===== config.mk =====
export PLATFORM = sky130hd
export DESIGN_NAME = frame_uart_tx_flat
export DESIGN_NICKNAME = d
export VERILOG_FILES = /design/src/rtl/frame_uart_tx_if.sv /design/src/rtl/frame_uart_tx.sv /design/src/flat_wrapper.sv
export SDC_FILE = /design/constraint.sdc
export NUM_CORES = 1
export LEC_CHECK = 0
export BUFFER_PORTS_ARGS = -buffer_cell sky130_fd_sc_hd__buf_2
export CORE_MARGIN = 2
export CORE_UTILIZATION = 35
export CTS_CLUSTER_DIAMETER = 40
export DETAILED_ROUTE_END_ITERATION = 7
export SYNTH_ARGS = -nofsm -noshare
export SYNTH_HDL_FRONTEND = slang
export SYNTH_SLANG_ARGS = --single-unit

===== constraint.sdc =====
create_clock -name clk_in -period 3.1 [get_ports clk_in]
set_input_delay 0.155 -clock clk_in [delete_from_list [all_inputs] [get_ports clk_in]]
set_output_delay 0.155 -clock clk_in [all_outputs]
set_load 0.1 [all_outputs]

===== src/rtl/frame_uart_tx_if.sv =====
// Signal bundle between a frame source/RAM side and the frame UART transmitter.
// The master side requests frames and serves RAM reads; the slave side is the
// transmitter itself.
interface frame_uart_tx_if;
  logic        start_in;
  logic [16:0] ram_addr_out;
  logic [6:0]  ram_data_in;
  logic        uart_tx_out;
  logic        busy_out;
  logic        done_out;

  modport master (
    output start_in,
    output ram_data_in,
    input  ram_addr_out,
    input  uart_tx_out,
    input  busy_out,
    input  done_out
  );

  modport slave (
    input  start_in,
    input  ram_data_in,
    output ram_addr_out,
    output uart_tx_out,
    output busy_out,
    output done_out
  );
endinterface


===== src/rtl/frame_uart_tx.sv =====
// Streams one frame of 7-bit pixels out of a BRAM over an 8N1 UART line.
// Each frame is preceded by a 0xFF marker byte; pixel bytes always have MSB 0,
// so the marker cannot appear inside pixel data. RAM_LATENCY must be >= 1.
module frame_uart_tx #(
  parameter int BAUD_DIV    = 564,
  parameter int FRAME_W     = 240,
  parameter int FRAME_H     = 320,
  parameter int RAM_LATENCY = 2
) (
  input  logic            clk_in,
  input  logic            rst_in,
  frame_uart_tx_if.slave  bus
);

  localparam int          NPIX      = FRAME_W * FRAME_H;
  localparam logic [16:0] LAST_PIX  = 17'(NPIX - 1);
  localparam logic [15:0] BIT_LAST  = 16'(BAUD_DIV - 1);
  localparam logic [15:0] WAIT_LAST = 16'(RAM_LATENCY - 1);

  typedef enum logic [2:0] {
    IDLE  = 3'd0,
    SYNC  = 3'd1,
    FETCH = 3'd2,
    WAIT  = 3'd3,
    SEND  = 3'd4,
    DONE  = 3'd5
  } state_t;

  state_t      state_q, state_d;
  logic [16:0] pix_q, pix_d;      // index of the pixel being fetched/sent
  logic [15:0] timer_q, timer_d;  // bit timer; also paces the RAM wait
  logic [3:0]  bit_q, bit_d;      // 0 = start, 1..8 = data, 9 = stop
  logic [7:0]  shift_q, shift_d;  // bit 0 is the data bit currently on the line
  logic        tx_q, tx_d;
  logic        bit_end;
  logic        byte_end;

  // Next-state logic: frame sequencing, bit timing and shifter control.
  always_comb begin
    state_d  = state_q;
    pix_d    = pix_q;
    timer_d  = timer_q;
    bit_d    = bit_q;
    shift_d  = shift_q;
    bit_end  = (timer_q == BIT_LAST);
    byte_end = bit_end && (bit_q == 4'd9);

    unique case (state_q)
      IDLE: begin
        if (bus.start_in) begin
          state_d = SYNC;
          pix_d   = '0;
          timer_d = '0;
          bit_d   = '0;
          shift_d = 8'hFF;
        end
      end
      SYNC, SEND: begin
        if (bit_end) begin
          timer_d = '0;
          bit_d   = bit_q + 4'd1;
          // Advance to the next data bit only after a data bit has been held.
          if (bit_q >= 4'd1 && bit_q <= 4'd8) begin
            shift_d = {1'b0, shift_q[7:1]};
          end
          if (byte_end) begin
            bit_d = '0;
            if (state_q == SEND) begin
              pix_d   = pix_q + 17'd1;
              state_d = (pix_q == LAST_PIX) ? DONE : FETCH;
            end else begin
              state_d = FETCH;
            end
          end
        end else begin
          timer_d = timer_q + 16'd1;
        end
      end
      FETCH: begin
        state_d = WAIT;
        timer_d = '0;
      end
      WAIT: begin
        if (timer_q == WAIT_LAST) begin
          state_d = SEND;
          timer_d = '0;
          bit_d   = '0;
          shift_d = {1'b0, bus.ram_data_in};
        end else begin
          timer_d = timer_q + 16'd1;
        end
      end
      DONE: begin
        state_d = IDLE;
      end
      default: begin
        state_d = IDLE;
      end
    endcase

    // Line level for the coming cycle, so the output comes straight off a flop.
    tx_d = 1'b1;
    if (state_d == SYNC || state_d == SEND) begin
      if (bit_d == 4'd0) begin
        tx_d = 1'b0;
      end else if (bit_d <= 4'd8) begin
        tx_d = shift_d[0];
      end
    end
  end

  // State and datapath registers; reset drops the line high immediately.
  always_ff @(posedge clk_in or posedge rst_in) begin
    if (rst_in) begin
      state_q <= IDLE;
      pix_q   <= '0;
      timer_q <= '0;
      bit_q   <= '0;
      shift_q <= '0;
      tx_q    <= 1'b1;
    end else begin
      state_q <= state_d;
      pix_q   <= pix_d;
      timer_q <= timer_d;
      bit_q   <= bit_d;
      shift_q <= shift_d;
      tx_q    <= tx_d;
    end
  end

  // Status and RAM address decoded from registered state; address is only
  // presented while a pixel is being fetched.
  always_comb begin
    bus.uart_tx_out  = tx_q;
    bus.busy_out     = (state_q != IDLE);
    bus.done_out     = (state_q == DONE);
    bus.ram_addr_out = (state_q == FETCH || state_q == WAIT) ? pix_q : 17'd0;
  end

endmodule


===== src/flat_wrapper.sv =====
// flat-port wrapper written by rule: the top's interface ports become plain ports
module frame_uart_tx_flat 
#(
  parameter int BAUD_DIV    = 564,
  parameter int FRAME_W     = 240,
  parameter int FRAME_H     = 320,
  parameter int RAM_LATENCY = 2
)
  (clk_in, rst_in, bus_start_in, bus_ram_data_in, bus_ram_addr_out, bus_uart_tx_out, bus_busy_out, bus_done_out);
  frame_uart_tx_if bus_i ();
  input  logic clk_in;
  input  logic rst_in;
  input wire logic [$bits(bus_i.start_in)-1:0] bus_start_in;
  input wire logic [$bits(bus_i.ram_data_in)-1:0] bus_ram_data_in;
  output wire logic [$bits(bus_i.ram_addr_out)-1:0] bus_ram_addr_out;
  output wire logic [$bits(bus_i.uart_tx_out)-1:0] bus_uart_tx_out;
  output wire logic [$bits(bus_i.busy_out)-1:0] bus_busy_out;
  output wire logic [$bits(bus_i.done_out)-1:0] bus_done_out;
  assign bus_i.start_in = bus_start_in;
  assign bus_i.ram_data_in = bus_ram_data_in;
  assign bus_ram_addr_out = bus_i.ram_addr_out;
  assign bus_uart_tx_out = bus_i.uart_tx_out;
  assign bus_busy_out = bus_i.busy_out;
  assign bus_done_out = bus_i.done_out;
  frame_uart_tx #(.BAUD_DIV(BAUD_DIV), .FRAME_W(FRAME_W), .FRAME_H(FRAME_H), .RAM_LATENCY(RAM_LATENCY)) u_core (.clk_in(clk_in), .rst_in(rst_in), .bus(bus_i));
endmodule

==> results summary <==
The run finished with clean final reports. The number of failing hold endpoints at the final stage came to 0. The buffers plus inverters on the worst setup path is 0. STA classifies the critical path endpoint as a register.

The number of placed I/O pins came out at 30. The combinational power share is 0.335. The max-cap violation count came out at 0. The iteration-0 DRC count of the detailed router came out at 162. The starting utilization of the core area came out at 0.3630. The min-delay analysis places its worst path in the category in -> reg. The die width came out at just under 100 um. The core outline area came out at between 8000 and 9000 um^2. The largest total area in the synthesized netlist belongs to dfrtp_1. The count of buffers inserted at the top-level ports is 29. The clock-pin slew of the registers on the worst-case setup and hold paths came out at approximately 100 ps.

The power share of the sequential group is 0.423. For this design the total switching power over the nets is 757.6 uW. Walking the worst path, the cells encountered are ha_1 > and4_2 > nand4_4 > nor2_1 > mux2i_1 > a221o_2 > xnor2_1 > or4_1. The number of nets in the finished design is 382. Of the post-synthesis cell area, the dominant cell type holds 0.4007.

The share of the Yosys chip area taken by registers is 0.4094. Of the total power, the share spent switching nets is 0.3817. Setup repair after global routing left no endpoint under its margin. The power density over the cells came out at a little under 600 nW/um^2. The overall die area is 9322 um^2. In the final layout, the share of cells above drive strength 1 is 0.1689. The shortest period the worst path allows came out at 2625 ps.

The hold path depth came out at 3. The max-slew violation count is 0. Entering global routing, the biggest net connects 50 pins. Setup violations remaining at the end of the flow were counted as 0. The data required time of the worst path came out at 3330 ps. The cell area after placement came out at 3214 um^2. The count of mapped cells out of synthesis came out at 336. The number of antenna diodes came out at 0. The total leakage power is 0.001491 uW. IR analysis of the VDD net gives a maximum drop of 0.0002240 V. The cell type of the slowest stage on the worst timing path is or4_1. After detailed routing, the number of remaining DRC violations is 0.

The first-pass detailed-route iteration total came out at 4. The post-placement cell count is 464. The number of rows created at floorplan is 33. At the placement stage, the worst setup path has a slack of 499.1 ps.

In this run the vertical extent of the chip is 96.55 um. The H-tree generated during clock tree synthesis spans 2 levels. The final RePlAce weighted congestion came out at 0.8871. The worst setup path is launched from a register.

Using the TritonRoute via totals, the vias-per-cell ratio works out to between 5 and 6. The number of sinks on the clock net is between 40 and 50. The worst register-to-register path has a depth of 8. Post-CTS repair changed the size of 0 cells. In the synthesized netlist, the cells that appear most often are dfrtp_1, nand2_1, nor2_1, and2_1, a21oi_1.

The unique cell type count in the Yosys netlist is 53. The via count of the first global-routing pass came to approximately 2400. The final clock period utilization by the worst path is 0.8467. CTS placed an instance of clkbuf_8 at the clock tree root. The final design instance area without fill came out at 3334 um^2. The total wirelength of the detailed-routed design is 6625 um. The number of buffers added by the clock tree synthesis step is 5. Among cell families on the critical path, the largest total delay comes from simple AND/OR/NAND/NOR gates. Buffers added to address setup during post-CTS repair amount to 0. The post-route core utilization is 0.4038. The insertion delay to the later sink of the worst-skew pair came out at 300 ps. Among all flip-flop cells after synthesis, the most frequent one is dfrtp_1. The largest single stage delay on the critical path is between 400 and 500 ps. The proportion of power drawn by the clock network is 0.242. The count of placed standard cells in the final layout, fillers left out is 472. Dividing the synthesized area by the synthesized cell count gives 8.922 um^2.

The aggregate negative setup slack came out at 0 ps. At the pin with the least slew margin, the transition time is 1029 ps. After global routing the overflow that remains totals 0.

The number of nets with antenna violations after detailed routing came out at 0. The internal cell power came out at around 1200 uW. The number of antenna violations at the first check in global routing came out at 0. Detailed placement ended at an HPWL of 4759 um. The TritonCTS clock tree is built. Counting buffers and inverters, the worst setup path is 8 cells deep. The total nets after synthesis is 352. The number of flip-flops and latches in the synthesized netlist came out at 49.

The final worst setup slack came out at 475.3 ps. Timing would allow up to about 380 MHz. Of all nets on the critical path, the largest fanout is 7. At the worst endpoint, the arrival time is 2850 ps. The longest clock path from root to sink contains 2 buffers.

The setup path with the least slack is of type reg -> reg. In this run the tightest slew margin relative to its limit is 0.3130. The total routing resource utilization after global routing came out at 0.1506. The quantity of hold-fixing buffers added after cts came out at 0. The first global-routing pass estimated about 11000 um of wire.

Yosys instantiated no cell more often than dfrtp_1. The fraction of registers with async set/reset came out at 1.000. Yosys mapped a number of flops with a built-in enable equal to 0. By area the synthesized netlist is led by dfrtp_1, nand2_1, xor2_1.

The detailed router placed 2473 vias in this run. The post-detailed-route wirelength per cell is 14.04 um. The netlist area before placement is 2998 um^2. The worst setup skew after layout came out at just under 10 ps. The Yosys step of the flow raised 0 warnings.

The area growth from synthesis to final layout came out at 11.23%.
[stage by stage]
stage               total power [uW]  hold slack [ps]
finish                          1985            66.67
global route                    2127            67.05
CTS                             2013            60.02
detailed placement              1521            380.9
global placement                1509            374.2
floorplan                       1397            279.5
[sequential cells by signal, summed over array words and instances (netlist names)]
signal and cells:
u_core.timer_q 16, u_core.shift_q 8, u_core.state_q 3, u_core.bit_q 4, u_core.pix_q 17, u_core.bus.uart_tx_out 1
[path summary, 6_finish.rpt]
kind	startpoint	slack, ps	endpoint
max	u_core.timer_q[0]	480	u_core.bus.uart_tx_out
min	bus_ram_data_in[4]	70	u_core.shift_q[4]
min reg2reg	u_core.shift_q[7]	490	u_core.shift_q[7]
max in group asynchronous	rst_in	2370	u_core.bit_q[2]
min in group asynchronous	rst_in	100	u_core.timer_q[3]
max reg2reg	u_core.timer_q[0]	480	u_core.bus.uart_tx_out
[area by class of cell]
cell class	instances	area (um^2)
repair buffers	36	197.7
multi-input cells	260	1605
inverters	14	52.55
clock buffers	6	82.58
clock inverters	2	37.54
well taps	105	131.4
fillers	865	4923
flip-flops and latches	49	1227
[power groups by stage]
stage	Combinational [uW]	Sequential [uW]	Clock, uW
final	664	840	481
after global routing	740	857	530
after CTS	670	841	502
after detailed placement	671	850	0
after global placement	660	849	0
after floorplan	536	861	0
[tightest hold or removal path, delay by kind of cell]
kind                   cells  cell delay [ps]
AO/OA/AOI/OAI              1               50
buffers and inverters      1               70
AND/OR/NAND/NOR            1               60
[placed cells by master, fill, tap and decap left out, drive strengths merged, types with 2 or more instances in the layout]
master  netlist  layout
xor2         17      17
xnor2         3       3
nor3         10      10
nand4        14      14
and4          6       6
a21o          3       3
nor4b         3       3
nor2b         3       3
nor4          6       6
nand2        43      43
a21oi        20      20
mux2i         3       3
ha            6       6
o21ai        19      19
o31ai         4       4
inv          14      14
buf           1      36
dfrtp        48      48
nand3        17      17
nor2         30      30
and2         22      22
a31oi         4       4
or3           7       7
or2           2       2
and3          4       4
clkbuf       11       6
[metal layers]
metal,track usage,share of wire
met1,0.1911,0.48
met4,0.03638,0.012
met3,0.02793,0.035
met2,0.2650,0.48
met5,0,0
[cells by family (layout without fill, tap and decap cells)]
logic type | count (synthesis) | count (layout) | share of synthesized area
multiplexers | 4 | 4 | 0.01377
XOR/XNOR | 20 | 20 | 0.05843
flip-flops | 49 | 49 | 0.4094
adder cells (fa/ha/maj) | 6 | 6 | 0.02504
AO/OA/AOI/OAI | 59 | 59 | 0.1248
buffers and inverters | 27 | 58 | 0.05509
AND/OR/NAND/NOR | 171 | 171 | 0.3134
Power figures use the tool's default switching activity.
